[src/rtl/program_sequencer.sv]
// Batch launcher for the core's start/done handshake: runs a latched list of programs
// back-to-back, measures each program's cycle count, with watchdog timeout and abort.
module program_sequencer #(
    parameter int ADDR_W = 8,
    parameter int N_PROGS = 4,
    parameter int CNT_W = 16,
    localparam int IDX_W = $clog2(N_PROGS + 1)
) (
    input  logic                      clock_i,
    input  logic                      reset_i,
    input  logic                      run_i,
    input  logic [IDX_W-1:0]          prog_count_i,
    input  logic [N_PROGS*ADDR_W-1:0] prog_addr_i,
    input  logic [CNT_W-1:0]          timeout_i,
    input  logic                      abort_i,
    output logic                      cpu_start_o,
    output logic [ADDR_W-1:0]         cpu_start_addr_o,
    input  logic                      cpu_done_i,
    output logic                      busy_o,
    output logic [IDX_W-1:0]          prog_idx_o,
    output logic [CNT_W-1:0]          cyc_count_o,
    output logic                      cyc_valid_o,
    output logic                      batch_done_o,
    output logic                      timeout_o
);
    // state  | meaning
    // IDLE   | waiting for run_i
    // START  | start pulse to core, counter loaded with 1
    // SETTLE | stale done from the previous run is masked
    // WAIT   | waiting for done or watchdog
    // NEXT   | advance to next program or finish
    // FINISH | batch_done pulse
    localparam logic [2:0] S_IDLE   = 3'd0;
    localparam logic [2:0] S_START  = 3'd1;
    localparam logic [2:0] S_SETTLE = 3'd2;
    localparam logic [2:0] S_WAIT   = 3'd3;
    localparam logic [2:0] S_NEXT   = 3'd4;
    localparam logic [2:0] S_FINISH = 3'd5;

    logic [2:0]                state;
    logic [N_PROGS*ADDR_W-1:0] addr_list;
    logic [IDX_W-1:0]          count;
    logic [IDX_W-1:0]          idx;
    logic [IDX_W-1:0]          idx_next;
    logic [IDX_W-1:0]          count_sat;
    logic [CNT_W-1:0]          cnt;
    logic [ADDR_W-1:0]         addr_sel;

    assign idx_next     = idx + IDX_W'(1);
    assign count_sat    = (prog_count_i > IDX_W'(N_PROGS)) ? IDX_W'(N_PROGS) : prog_count_i;
    assign cpu_start_o  = (state == S_START);
    assign busy_o       = (state != S_IDLE);
    assign batch_done_o = (state == S_FINISH);
    assign prog_idx_o   = idx;

    always_comb begin
        addr_sel = '0;
        for (int k = 0; k < N_PROGS; k++) begin
            if (idx_next == IDX_W'(k)) addr_sel = addr_list[k*ADDR_W +: ADDR_W];
        end
    end

    always_ff @(posedge clock_i or posedge reset_i) begin
        if (reset_i) begin
            state            <= S_IDLE;
            addr_list        <= '0;
            count            <= '0;
            idx              <= '0;
            cnt              <= '0;
            cpu_start_addr_o <= '0;
            cyc_count_o      <= '0;
            cyc_valid_o      <= 1'b0;
            timeout_o        <= 1'b0;
        end else begin
            cyc_valid_o <= 1'b0;
            case (state)
                S_IDLE: begin
                    if (run_i) begin
                        addr_list <= prog_addr_i;
                        count     <= count_sat;
                        idx       <= '0;
                        timeout_o <= 1'b0;
                        if (count_sat != '0) begin
                            // address is loaded on entry so it is valid alongside the pulse
                            cpu_start_addr_o <= prog_addr_i[ADDR_W-1:0];
                            state            <= S_START;
                        end else begin
                            state <= S_FINISH;
                        end
                    end
                end
                S_START: begin
                    cnt   <= CNT_W'(1);
                    state <= abort_i ? S_FINISH : S_SETTLE;
                end
                S_SETTLE: begin
                    cnt   <= cnt + CNT_W'(1);
                    state <= abort_i ? S_FINISH : S_WAIT;
                end
                S_WAIT: begin
                    if (abort_i) begin
                        state <= S_FINISH;
                    end else if (cpu_done_i) begin
                        cyc_count_o <= cnt;
                        cyc_valid_o <= 1'b1;
                        state       <= S_NEXT;
                    end else if (timeout_i != '0 && cnt == timeout_i) begin
                        timeout_o <= 1'b1;
                        state     <= S_FINISH;
                    end else if (cnt != '1) begin
                        cnt <= cnt + CNT_W'(1);
                    end
                end
                S_NEXT: begin
                    if (abort_i || idx_next == count) begin
                        state <= S_FINISH;
                    end else begin
                        idx              <= idx_next;
                        cpu_start_addr_o <= addr_sel;
                        state            <= S_START;
                    end
                end
                S_FINISH: state <= S_IDLE;
                default:  state <= S_IDLE;
            endcase
        end
    end
endmodule
[config.mk]
export PLATFORM = sky130hd
export DESIGN_NAME = program_sequencer
export DESIGN_NICKNAME = d
export VERILOG_FILES = /design/src/rtl/program_sequencer.sv
export SDC_FILE = /design/constraint.sdc
export NUM_CORES = 1
export LEC_CHECK = 0
export ABC_AREA = 1
export CAP_MARGIN = 20
export CORE_MARGIN = 4
export CORE_UTILIZATION = 56
export DETAILED_ROUTE_END_ITERATION = 12
export PLACE_DENSITY = 0.89
export SLEW_MARGIN = 25
export SYNTH_ARGS = -nofsm -noshare
export SYNTH_HDL_FRONTEND = slang
export SYNTH_SLANG_ARGS = --single-unit
export TNS_END_PERCENT = 1
[constraint.sdc]
create_clock -name clock_i -period 6.34 [get_ports clock_i]
set_clock_uncertainty 0.15 [all_clocks]
set_input_delay 0.634 -clock clock_i [delete_from_list [all_inputs] [get_ports clock_i]]
set_output_delay 0.634 -clock clock_i [all_outputs]
set_load 0.03 [all_outputs]
==> impl_metrics.tcl, run 1 <==
set metrics [dict create \
    mappedNetlistArea_mm2 0.00456 \
    grt_pass1_wl_um 20800 \
    slowest_delay_ps 470 \
    place_hpwl_um 9220 \
    hp-class "reg -> reg" \
    post-route-drc-count 0 \
    required_ps 6470 \
    finalSetupTns_ps 0 \
    synth_cell_types 28 \
    final_antenna_net_count 0 \
    cts_tree "done" \
    critPathCaptureType "flop" \
    grt_pass1_vias 4405 \
    core.rowCount 32 \
    syn_inst 650 \
    wl_per_cell_um 14.7 \
    port_buffers 87 \
    crit_buf_inv 5 \
    p_leak_nw 2.90 \
    peakVddDrop_mv 0.311 \
    grt_max_degree 84 \
    critPathMaxFanout 48 \
    ios 88 \
    cp-start-kind "flop" \
    wl_um 12300 \
    slew_violations 0 \
    die_h_um 98.3 \
    hold_ws_ps 325 \
    insertion_delay_ps 340 \
    crit_arrival_ps 2840 \
    worstMarginPinSlew_ps 823 \
    clk_pin_slew_ps 90 \
    drt-initial-drc-count 420 \
    outcome "finished clean" \
    numCtsBuffers 9 \
    min_period_ps 2720 \
    cts.sinks 83 \
    ys_seq_area_frac 0.455 \
    grt.total_usage 0.262 \
    slew-limit-headroom 0.451 \
    power_mw 2.23 \
    cts_htree_levels 3 \
    post_dp_cell_area_mm2 0.00550 \
    power.density_mw_per_mm2 391 \
    postCtsSetupBuffers 0 \
    initial_core_util 0.585 \
    slowest_stage "dfrtp_1" \
    finalInstanceArea_mm2 0.00570 \
    synthesis.nets 712 \
    place_inst 824 \
    worst_slack_ps 3620 \
    ctsResizeCount 0 \
    final_cells 840 \
    fin_util 0.729 \
    num_vias 4506 \
    layout_commonest_cell "nand2_1" \
    layout.nets 795 \
    period_share 0.428 \
    layout-drive-gt1-share 0.0515 \
    nFillCells 623 \
    die_area_mm2 0.00966 \
    hold_viol 0 \
    postSynthAreaPerCell_um2 7.02 \
    place.gp.congestion 0.935 \
    rsz0062_at_grt "no" \
    grt.overflow.total 0 \
    synth_warnings 0 \
    cp_cell_sequence "nor2_4, inv_2, nor2_1, inv_1, nor2_2, buf_4, inv_2, nand2_1, nand2_2, inv_2, nand2_1, nand2_1" \
    ys_ff_latch 83 \
    firstDrtPassIters 5 \
    fp.coreArea_mm2 0.00781 \
    finalSetupViolations 0 \
    critPathKind "reg -> reg" \
    vias_per_cell 5.36 \
    ctsHoldBuffers 0 \
    cap_violations 0 \
    antennaDiodeCount 0 \
    clockBufferDepth 2 \
    die_x_um 98.3 \
    layout_common_cells "nand2_1, clkdlybuf4s50_1, dfrtp_1" \
    antenna_found_initial 0 \
    area_delta_synth_final_pct 24.8 \
    cpLargestDelayFamily "simple AND/OR/NAND/NOR gates" \
    root_buffer "clkbuf_8" \
    max_freq_ghz 0.368 \
    place_ws_ps 3490 \
]
-- routing by layer --
metal / GRT usage / vias to the layer above / wire length (um)
li1: - / 2178 / -
met1: 0.370 / 2104 / 5450
met2: 0.426 / 206 / 5800
met3: 0.0364 / 18 / 904
met4: 0.0704 / 0 / 186
met5: 0 / - / 0
-- worst paths after layout --
check | start | end | slack [ps] | cells past startpoint
max | state[0]$_DFFE_PP0P_ | cpu_start_addr_o[3]$_DFFE_PP0P_ | 3620 | 12
min | addr_list[27]$_DFFE_PP0P_ | addr_list[27]$_DFFE_PP0P_ | 330 | 2
max reg2reg | state[0]$_DFFE_PP0P_ | cpu_start_addr_o[3]$_DFFE_PP0P_ | 3620 | 12
min reg2reg | addr_list[27]$_DFFE_PP0P_ | addr_list[27]$_DFFE_PP0P_ | 330 | 2
max in group asynchronous | reset_i | cnt[15]$_DFFE_PP0P_ | 4870 | 3
min in group asynchronous | reset_i | cyc_count_o[3]$_DFFE_PP0P_ | 650 | 3
-- synthesized netlist by cell type, drive strengths merged --
master	count	share of area
nand2	266	0.22
inv	90	0.074
dfrtp	83	0.46
o21ai	67	0.073
nor2	48	0.043
nand3	41	0.045
nor3	10	0.017
clkbuf	9	0.0074
buf	8	0.010
ha	6	0.016
nand4	5	0.0069
xor2	5	0.0096
a21oi	3	0.0033
a22o	2	0.0038
nor3b	2	0.0033
nor4	1	0.0014
o22ai	1	0.0014
o31ai	1	0.0016
or2	1	0.0014
xnor2	1	0.0019
-- report_power, final --
group	internal (mW)	switching, mW
Clock	0.183	0.200
Sequential	0.715	0.120
Combinational	0.353	0.658
-- logic make-up after synthesis --
logic type | after synthesis | synth area share
DFF | 83 | 0.455
and+or+nand+nor | 374 | 0.342
adders and majority gates | 6 | 0.0164
AOI/OAI and AO/OA | 74 | 0.0836
buffers and inverters | 107 | 0.0916
xor gates and xnor gates | 6 | 0.0115
-- tightest hold or removal path, delay by kind of cell, from the launching register on --
kind,cells,cell delay [ps]
and+or+nand+nor,2,100
DFF,1,350
-- state kept, by name (all words and copies together), names as in the netlist --
signal,cells
addr_list,32
cnt,16
cyc_count_o,16
cpu_start_addr_o,8
count,3
prog_idx_o,3
state,3
cyc_valid_o,1
timeout_o,1
-- final cells by class --
type	instances	area, um^2	area share
Clock buffer	10	128	0.0224
Clock inverter	6	65.1	0.0114
Multi-Input combinational cell	460	2070	0.363
Inverter	90	339	0.0595
Tap cell	102	128	0.0224
Timing Repair Buffer	89	890	0.156
Sequential cell	83	2080	0.365
Note: power is estimated with default switching activity, not from simulation.
==> inputs of run 2 (changes only) <==
Settings changed: CORE_UTILIZATION 56 to 52, PLACE_DENSITY 0.89 to 0.84.
Clock period 6.34 ns to 2.6 ns, I/O delays scaled along.
==> run 2 against run 1 <==
- combinational power rose by 140%
- setup slack lost 3300 ps
- largest cell class unchanged
- clock power increased by 140%
- cell area grew 0.59%
- die area rose by 7.1%
- count of clock-buffer cells in the layout is the same
- critical path depth decreased by 1
- flip-flop and latch count stayed put
- routed wire length shrank 2.2%
- total power rose by 140%
- register-to-register slack worse by 3300 ps
- utilization shrank 4.6 points
==> impl_metrics.tcl, run 2 (synthesis results as in run 1) <==
set metrics [dict create \
    drt-initial-drc-count 313 \
    vias_per_cell 5.16 \
    layout_common_cells "nand2_1, clkdlybuf4s50_1, dfrtp_1" \
    cts.sinks 83 \
    grt.overflow.total 0 \
    grt_max_degree 48 \
    outcome "finished clean" \
    grt_pass1_wl_um 19900 \
    root_buffer "clkbuf_8" \
    area_delta_synth_final_pct 25.5 \
    cts_htree_levels 3 \
    ctsHoldBuffers 0 \
    final_antenna_net_count 0 \
    crit_arrival_ps 2420 \
    critPathMaxFanout 16 \
    p_leak_nw 2.92 \
    critPathKind "reg -> reg" \
    period_share 0.890 \
    reg_top3 "addr_list (32), cnt (16), cyc_count_o (16)" \
    post-route-drc-count 0 \
    postCtsSetupBuffers 0 \
    rsz0062_at_grt "no" \
    finalSetupTns_ps 0 \
    p_switching_mw 2.36 \
    layout-drive-gt1-share 0.0567 \
    port_buffers 87 \
    grt.total_usage 0.245 \
    initial_core_util 0.545 \
    slew_violations 0 \
    fp.coreArea_mm2 0.00838 \
    power.density_mw_per_mm2 940 \
    cts_tree "done" \
    netSwitchingFraction 0.439 \
    cp-start-kind "flop" \
    finalSetupViolations 0 \
    critPathCaptureType "flop" \
    hp-class "in -> async" \
    seqPwrFrac 0.377 \
    p_int_mw 3.02 \
    numCtsBuffers 9 \
    max_freq_ghz 0.432 \
    nFillCells 722 \
    place_hpwl_um 9000 \
    wl_per_cell_um 14.3 \
    hold_ws_ps 125 \
    worstMarginPinSlew_ps 811 \
    ios 88 \
    die_x_um 102 \
    top_register "addr_list" \
    combPwrFrac 0.453 \
    clk_pin_slew_ps 90 \
    die_h_um 102 \
    insertion_delay_ps 360 \
    ctsResizeCount 0 \
    largest_reg_flops 32 \
    required_ps 2700 \
    hold_viol 0 \
    core.rowCount 33 \
    place.gp.congestion 0.987 \
    layout.nets 798 \
    min_period_ps 2310 \
    antenna_found_initial 0 \
    wl_um 12100 \
    die_area_mm2 0.0103 \
    antennaDiodeCount 0 \
    slew-limit-headroom 0.459 \
    grt_pass1_vias 4231 \
    cap_violations 0 \
    peakVddDrop_mv 0.601 \
    clockBufferDepth 2 \
    layout_commonest_cell "nand2_1" \
    power_frac_clock 0.170 \
    num_vias 4363 \
    regArea_mm2 0.00208 \
    firstDrtPassIters 5 \
    multi_input_area_mm2 0.00207 \
]
==> run 2: changes by cell type in the layout (fill, tap and decap cells not counted) <==
cell | before | now
clkbuf_8 | 9 | 10
bufinv_16 | 1 | 0
inv_8 | 0 | 1
inv_6 | 1 | 3
buf_6 | 1 | 0
buf_4 | 1 | 4
buf_12 | 0 | 1
clkbuf_1 | 1 | 0
clkinv_2 | 3 | 1
==> run 2: critical path, stage by stage, from the launching register on <==
cell	delay, ps
dfrtp_1	510
ha_1	220
inv_1	40
nand2_1	50
nand2_1	80
inv_1	160
nand2_1	310
or2_2	380
nand3_1	80
a21oi_1	100
nand2_1	70
nand2_1	40
==> run 2: power groups by stage <==
stage,Combinational [mW],Clock [mW],Sequential (mW)
6_report,2.44,0.914,2.03
3_3_place_gp,2.39,0,2.04
2_1_floorplan,1.34,0,2.30
5_1_grt,2.74,0.975,2.09
4_1_cts,2.45,0.926,2.03
3_5_place_dp,2.44,0,2.05
==> run 2: cell type report <==
type,instances,share of cell area
timing repair buffer,92,0.161
multi-input combinational,460,0.361
tap,105,0.0229
sequential,83,0.363
inverter,90,0.0592
clock buffer,10,0.0240
clock inverter,6,0.00939
==> run 2: metal layers <==
metal  global-route usage  vias up  part of all wire
met3               0.0289       17             0.067
li1                     -     2185                 -
met1                0.380     2005              0.48
met5                    0        -                 0
met2                0.359      156              0.44
met4               0.0716        0             0.015
==> run 2: final timing paths <==
path / cells past startpoint / slack (ps) / to / start
max in group asynchronous: 3 / 1530 / addr_list[31]$_DFFE_PP0P_ / reset_i
max: 11 / 290 / cpu_start_addr_o[7]$_DFFE_PP0P_ / prog_idx_o[0]$_DFFE_PP0P_
min reg2reg: 2 / 320 / addr_list[23]$_DFFE_PP0P_ / addr_list[23]$_DFFE_PP0P_
min in group clock_i: 3 / 290 / addr_list[29]$_DFFE_PP0P_ / prog_addr_i[29]
min: 2 / 130 / cyc_count_o[6]$_DFFE_PP0P_ / reset_i
max reg2reg: 11 / 290 / cpu_start_addr_o[7]$_DFFE_PP0P_ / prog_idx_o[0]$_DFFE_PP0P_
==> run 2: per-stage QoR <==
step	cell area (um^2)	power, mW	util	instances	worst slack, ps
2_1_floorplan	4560	3.64	-	650	53.2
3_3_place_gp	5540	4.43	0.661	830	390
3_5_place_dp	5540	4.49	0.661	830	319
4_1_cts	5730	5.41	0.684	846	269
5_1_grt	5730	5.80	0.684	846	64.5
6_report	5730	5.38	0.684	846	285
